<file path="src/rtl/interboard_msg_decoder.sv">
// Receive-side decoder for the interboard game protocol: FIFO-buffers peer messages, forwards
// table/hand ops to card memory and tracks turn/cheat/opponent state. RX_ERR_COUNT_EN adds rx_err_cnt.
module interboard_msg_decoder #(
    parameter int PLAYER       = 0,
    parameter int FIFO_DEPTH   = 4,
    parameter int OPP_INIT_CNT = 14
) (
    input  logic       clk,
    input  logic       rst,
    input  logic       rx_en,
    input  logic [3:0] rx_msg_type,
    input  logic       rx_move_dir,
    input  logic [4:0] rx_block_x,
    input  logic [2:0] rx_block_y,
    input  logic [5:0] rx_card,
    input  logic [2:0] rx_sel_len,
    output logic       mem_op_valid,
    input  logic       mem_op_ready,
    output logic [3:0] mem_op_type,
    output logic       mem_op_dir,
    output logic [4:0] mem_op_x,
    output logic [2:0] mem_op_y,
    output logic [5:0] mem_op_card,
    output logic [2:0] mem_op_len,
    output logic       my_turn,
    output logic       cheat_active,
    output logic       game_rst_pulse,
    output logic [6:0] opp_card_cnt,
    output logic       rx_overflow,
    output logic       rx_err_pulse
`ifdef RX_ERR_COUNT_EN
    ,
    output logic [7:0] rx_err_cnt
`endif
);
    localparam int PTR_W = $clog2(FIFO_DEPTH);
    localparam int CNT_W = $clog2(FIFO_DEPTH + 1);

    localparam logic [3:0] T_TABLE_DOWN = 4'd1;
    localparam logic [3:0] T_HAND_TAKE  = 4'd3;
    localparam logic [3:0] T_DECK_DRAW  = 4'd5;
    localparam logic [3:0] T_TURN       = 4'd6;
    localparam logic [3:0] T_RST_GAME   = 4'd8;
    localparam logic [3:0] T_CHEAT      = 4'd9;
    localparam logic [6:0] OPP_MAX      = 7'd106;

    typedef struct packed {
        logic [3:0] mtype;
        logic       dir;
        logic [4:0] x;
        logic [2:0] y;
        logic [5:0] card;
        logic [2:0] len;
    } msg_t;

    typedef enum logic [1:0] {S_IDLE, S_DECODE, S_ISSUE} state_t;

    state_t           state;
    msg_t             fifo_q [FIFO_DEPTH];
    logic [PTR_W-1:0] wr_ptr, rd_ptr;
    logic [CNT_W-1:0] count;

    msg_t rx_msg, head;
    logic full, bad_type, flush, push, drop, head_is_mem, release_slot;

    assign rx_msg       = '{rx_msg_type, rx_move_dir, rx_block_x, rx_block_y, rx_card, rx_sel_len};
    assign head         = fifo_q[rd_ptr];
    assign full         = (count == CNT_W'(FIFO_DEPTH));
    assign bad_type     = (rx_msg_type > 4'd9);
    assign flush        = (state == S_DECODE) && (head.mtype == T_RST_GAME);
    assign push         = rx_en && !bad_type && !full && !flush;
    assign drop         = rx_en && !flush && (bad_type || full);
    assign head_is_mem  = (head.mtype <= 4'd5) || (head.mtype == 4'd7);
    // A memory op keeps its slot reserved until the memory accepts it, so backpressure
    // from the card memory fills the buffer rather than hiding one extra message.
    assign release_slot = ((state == S_DECODE) && !head_is_mem) ||
                          ((state == S_ISSUE) && mem_op_ready);

    always_ff @(posedge clk) begin
        if (push)
            fifo_q[wr_ptr] <= rx_msg;
    end

    always_ff @(posedge clk) begin
        if (!rst) begin
            wr_ptr <= '0;
            rd_ptr <= '0;
            count  <= '0;
        end else if (flush) begin
            wr_ptr <= '0;
            rd_ptr <= '0;
            count  <= '0;
        end else begin
            if (push)
                wr_ptr <= wr_ptr + 1'b1;
            if (state == S_DECODE)
                rd_ptr <= rd_ptr + 1'b1;
            count <= count + CNT_W'(push) - CNT_W'(release_slot);
        end
    end

    always_ff @(posedge clk) begin
        if (!rst) begin
            state          <= S_IDLE;
            mem_op_valid   <= 1'b0;
            mem_op_type    <= '0;
            mem_op_dir     <= 1'b0;
            mem_op_x       <= '0;
            mem_op_y       <= '0;
            mem_op_card    <= '0;
            mem_op_len     <= '0;
            my_turn        <= (PLAYER == 0);
            cheat_active   <= 1'b0;
            game_rst_pulse <= 1'b0;
            opp_card_cnt   <= 7'(OPP_INIT_CNT);
            rx_overflow    <= 1'b0;
            rx_err_pulse   <= 1'b0;
        end else begin
            game_rst_pulse <= 1'b0;
            rx_err_pulse   <= drop;
            if (drop && !bad_type)
                rx_overflow <= 1'b1;
            case (state)
                S_IDLE: begin
                    // Looking at the incoming push saves a cycle of decode latency.
                    if (count != '0 || push)
                        state <= S_DECODE;
                end
                S_DECODE: begin
                    state <= S_IDLE;
                    if (head_is_mem) begin
                        state        <= S_ISSUE;
                        mem_op_valid <= 1'b1;
                        mem_op_type  <= head.mtype;
                        mem_op_dir   <= head.dir;
                        mem_op_x     <= head.x;
                        mem_op_y     <= head.y;
                        mem_op_card  <= head.card;
                        mem_op_len   <= head.len;
                    end
                    case (head.mtype)
                        T_HAND_TAKE, T_DECK_DRAW:
                            if (opp_card_cnt != OPP_MAX)
                                opp_card_cnt <= opp_card_cnt + 7'd1;
                        T_TABLE_DOWN:
                            if (opp_card_cnt != 7'd0)
                                opp_card_cnt <= opp_card_cnt - 7'd1;
                        T_TURN:  my_turn      <= !my_turn;
                        T_CHEAT: cheat_active <= !cheat_active;
                        T_RST_GAME: begin
                            game_rst_pulse <= 1'b1;
                            my_turn        <= (PLAYER == 0);
                            cheat_active   <= 1'b0;
                            opp_card_cnt   <= 7'(OPP_INIT_CNT);
                            rx_overflow    <= 1'b0;
                        end
                        default: ;
                    endcase
                end
                S_ISSUE: begin
                    if (mem_op_ready) begin
                        mem_op_valid <= 1'b0;
                        state        <= S_IDLE;
                    end
                end
                default: state <= S_IDLE;
            endcase
        end
    end

`ifdef RX_ERR_COUNT_EN
    always_ff @(posedge clk) begin
        if (!rst || flush)
            rx_err_cnt <= '0;
        else if (rx_err_pulse && rx_err_cnt != 8'hff)
            rx_err_cnt <= rx_err_cnt + 8'd1;
    end
`endif

endmodule

</file>
<file path="config.mk">
export PLATFORM = sky130hd
export DESIGN_NAME = interboard_msg_decoder
export DESIGN_NICKNAME = d
export VERILOG_FILES = /design/src/rtl/interboard_msg_decoder.sv
export SDC_FILE = /design/constraint.sdc
export NUM_CORES = 1
export LEC_CHECK = 0
export CAP_MARGIN = 20
export CORE_MARGIN = 1
export CORE_UTILIZATION = 35
export CTS_CLUSTER_DIAMETER = 50
export CTS_CLUSTER_SIZE = 14
export DETAILED_ROUTE_END_ITERATION = 12
export PLACE_DENSITY = 0.51
export SKIP_LAST_GASP = 1
export SLEW_MARGIN = 5
export SYNTH_ARGS = -nofsm -noshare
export SYNTH_HDL_FRONTEND = slang
export SYNTH_SLANG_ARGS = --single-unit
export TNS_END_PERCENT = 100
</file>
<file path="constraint.sdc">
create_clock -name clk -period 9.1 [get_ports clk]
set_input_delay 2.73 -clock clk [delete_from_list [all_inputs] [get_ports clk]]
set_output_delay 2.73 -clock clk [all_outputs]
set_load 0.005 [all_outputs]
</file>
### Yosys cells after proc, flatten, opt, wreduce, memory -nomap -nowiden

Memories as Yosys holds them, arrays and structs flattened. A register that Yosys moved wholly into a read port is not among the register bits.
Cells that the tools add are included.

* add/subtract/negate cells: 6
* magnitude comparators: 2
* equality and inequality tests: 16
* muxes and demuxes: 20
* bitwise operators: 1
* reductions and logical operators: 35

Operators with widths (count)
* $pmux 7 s3: 1
* $mux 7: 2
* $eq 4x3->1 const B: 3
* $mux 2: 5
* $ne 2x2->1 const B: 5
* $reduce_and 2->1: 5
* $logic_and 1x1->1: 9
* $eq 4x4->1 const B: 2
* $mux 1: 8
* $add 7x1->7 const B: 1
* $ne 7x7->1 const B: 1
* $reduce_bool 7->1: 1
* $sub 7x1->7 const B: 1
* $logic_not 1->1: 6
* $pmux 1 s2: 3
* $pmux 2 s3: 1
* $reduce_bool 2->1: 3
* $reduce_bool 3->1: 2
* $add 2x1->2 const B: 2
* $eq 4x1->1 const B: 1
* $eq 4x2->1 const B: 1
* $gt 4x4->1 const B: 1
* $le 4x3->1 const B: 1
* $logic_or 1x1->1: 4
* 10 further kinds: 11

* register bits after elaboration: 44
* bits in writable memories: 88
* output and inout port bits: 35
* memories kept: 1

Memory list
* fifo_q: words 4, bits a word 22, rd ports 1, clocked after memory_dff 1, wr ports 1, line 59 `msg_t fifo_q [FIFO_DEPTH];`

### Longest topological paths before layout

* depth after elaboration: 9
* mapped depth: 15

### Worst setup path after synthesis

No wires, ideal clock.

* path kind: input port to flip-flop
* start point: input rx_msg_type[2]
* end point: register count[2]
* library setup time: 0.123 ns
* arrival: 4.538 ns
* setup slack: 4.440 ns
* stages: 12
* cells stage by stage: o21ai_0 nand2_1 nor2_2 inv_2 ha_1 inv_1 ha_1 inv_1 fa_1 xor2_1 xnor2_1 nor2_1

* word-level cells in the longest chain between the ends: 7

RTL lines
* from (decl): line 11 `input logic [3:0] rx_msg_type,`
* $gt 4x4->1: line 69 `assign bad_type = (rx_msg_type > 4'd9);`
* $logic_not 1->1: line 71 `assign push = rx_en && !bad_type && !full && !flush;`
* $logic_and 1x1->1 (3 in series): line 71
* $add 3x1->3: line 98 `count <= count + CNT_W'(push) - CNT_W'(release_slot);`
* $sub 3x1->3: line 98
* to (signal assigned): line 98
* to (decl): line 61 `logic [CNT_W-1:0] count;`

Every way passes these cells.
A chain may end at the register's enable or synchronous reset.

### Worst setup path after layout

* start point: input rx_msg_type[1]
* end point: register count[2]

The elaborated chain is that of the path after synthesis.

==> summary.txt <==
routing usage on met1 -> 19.25%
critical path capture point type -> register
RePlAce Congestion -> 0.7489
PortBufs -> 60
initial antenna violation count -> 0
cell area after layout -> 6753 sq um
RSZ-0062 raised after global routing -> false
Synth Area in Simple Gates -> 9.931%
Die Y -> 124.7 um
Startpoint Class -> input pin
YS warnings -> 0
die width -> 124.7 um
core area -> 14590 sq um
slew margin rel. -> 38.17%
die area -> 15540 sq um
Req. time, crit path -> 9390 ps
Setup-failing EPs final -> 0
drt via density -> 4.907
Max Freq -> 203.3 MHz
remaining antenna violation count after routing -> 0
Setup TNS -> 0 ps
peak supply drop -> 0.0001334 V
busiest layer in global routing -> met2
GR Util met2 -> 24.47%
vias -> 3111
initial DRC count -> 202
mux cell area share after synthesis -> 10.00%
routed wire length per instance -> 17.30 um
n_diodes -> 0
largest net degree at the start of global routing -> 28
Power Density -> 285.3 nW/um^2
Post-CTS Setup Bufs -> 0
Leak -> 2.311 nW
CTS buffer count -> 17
Synth Area in Compound Gates -> 5.156%
commonest non-fill, non-tap cells in the layout -> edfxtp_1, clkdlybuf4s50_1, nand2_1
TritonCTS clock tree -> built
CTS clk-pin slew, worst paths -> 60 ps
Post-Synthesis Cells -> 363
met3 usage in global routing -> 4.596%
largest family of logic cells by synthesized area -> multiplexers
post-synthesis sequential area ratio -> 67.66%
Final Hold Fails -> 0
max-slew violation count -> 0
worst skew pair latency -> 420 ps
Post-synth ARST share -> 0%
H-tree levels -> 4
ys flop type -> edfxtp_1
# rows -> 44
Avg Synthesized Cell Area -> 14.51 sq um
Crit Path Class -> in2reg
Max clock buf depth -> 2
Yosys reg bits -> 134
Fin Clk Skew -> 7.101 ps
worst min-delay path class -> reg2reg
Total GRT Usage -> 15.36%
Yosys cell types -> 46
outcome -> finished, final reports clean
io pins -> 61
first-pass GRT wire length -> 17.77 mm
worst-path maximum fanout -> 8
Arr. time, crit path -> 5210 ps
dpl ws -> 3725 ps
worst setup margin -> 4181 ps
crit path time final -> 4919 ps
worst-margin pin slew -> 921.8 ps
post-CTS sizing -> 0
Root Driver -> clkbuf_16
Post-DP HPWL -> 6.753 mm
placed instance count -> 602
Final Cycle Share -> 54.06%
Area Overhead vs Synth -> 28.23%
hold_buf cts -> 0
final WL -> 10.97 mm
adder-cell share of the synthesized area -> 3.374%
Post-synth EDFFs -> 88
Fin Hold WS -> 455.0 ps
Post-Synth XOR/XNOR Area -> 1.829%
MaxCap Viol Count -> 0
cell area after synthesis -> 5266 sq um
drt pass-1 iters -> 4
post-place instance area -> 6091 sq um
most common cell after layout, fill and taps aside -> edfxtp_1
Mapped Nets -> 402
fraction of layout cells with a size suffix above 1 -> 15.11%
initial cell density of the core -> 36.10%
layout net count -> 476
vias in the first global route -> 3175
Layout Cells excl Fill -> 634
CTS sink cnt -> 134
GRT overflow -> 0
Residual DRC -> 0
==> registers in the layout (all words and copies together) (netlist names), 2 cells and up, named ones only <==
| signal | flops |
|---|---|
| mem_op_card | 6 |
| rd_ptr | 2 |
| state | 2 |
| mem_op_x | 5 |
| mem_op_type | 4 |
| wr_ptr | 2 |
| opp_card_cnt | 7 |
| mem_op_len | 3 |
| mem_op_y | 3 |
| count | 3 |
| fifo_q | 88 |
==> cells in the mapped netlist, drive strengths merged, types with 5 or more instances <==
library cell / n / area share (%)
o21ai: 12 / 1.2
xnor2: 6 / 1.0
and2: 5 / 0.59
nand2: 58 / 4.3
edfxtp: 88 / 50
ha: 11 / 2.6
a21oi: 30 / 2.9
buf: 8 / 0.97
inv: 9 / 0.64
mux4: 22 / 9.6
nor2: 22 / 1.8
dfxtp: 46 / 17
xor2: 5 / 0.83
clkbuf: 5 / 0.36
==> final timing paths <==
path,start,to,slack [ps],cells after the start
hold / removal,mem_op_x[0]$_SDFFE_PN0P_,mem_op_x[0]$_SDFFE_PN0P_,450,2
hold reg to reg,mem_op_x[0]$_SDFFE_PN0P_,mem_op_x[0]$_SDFFE_PN0P_,450,2
setup / recovery,rx_msg_type[1],count[2]$_SDFF_PP0_,4180,13
setup reg to reg,register,count[2]$_SDFF_PP0_,5360,15
==> layout make-up <==
type | instances | area, sq um
Multi-Input combinational cell | 206 | 1599
Fill cell | 1291 | 7836
Timing Repair Buffer | 68 | 660.6
Sequential cell | 134 | 3563
Inverter | 10 | 37.54
Tap cell | 184 | 230.2
Clock inverter | 13 | 229.0
Clock buffer | 19 | 432.9
==> stage by stage <==
stage	power [mW]	util, %
2_1_floorplan	1.035	-
3_3_place_gp	1.172	41.75
3_5_place_dp	1.174	41.75
4_1_cts	1.947	46.29
5_1_grt	2.017	46.29
6_report	1.926	46.29
==> metal layers <==
layer | wire length [um] | vias to the layer above
met5 | 0 | -
met4 | 227 | 0
met3 | 463 | 17
met2 | 5130 | 76
met1 | 5147 | 1522
li1 | - | 1496
==> where the power goes <==
group	internal, mW	switching (mW)
logic	0.197	0.214
clock network	0.513	0.257
registers	0.713	0.0308
total	1.42	0.502
==> kinds of logic after synthesis <==
family / after synthesis
AO/OA/AOI/OAI: 49
XOR/XNOR: 11
adder cells (fa/ha/maj): 13
buffers and inverters: 23
flip-flops: 134
multiplexers: 24
AND/OR/NAND/NOR: 109
==> critical path, stage by stage <==
cell and delay (ps):
clkdlybuf4s50_1 490, o21ai_0 300, nand2_1 110, nor2_2 290
inv_2 60, ha_1 290, inv_1 50, ha_1 120
inv_1 40, fa_1 370, xor2_1 170, xnor2_1 130
nor2_1 50
No activity file was read; power rests on OpenSTA's default activity.
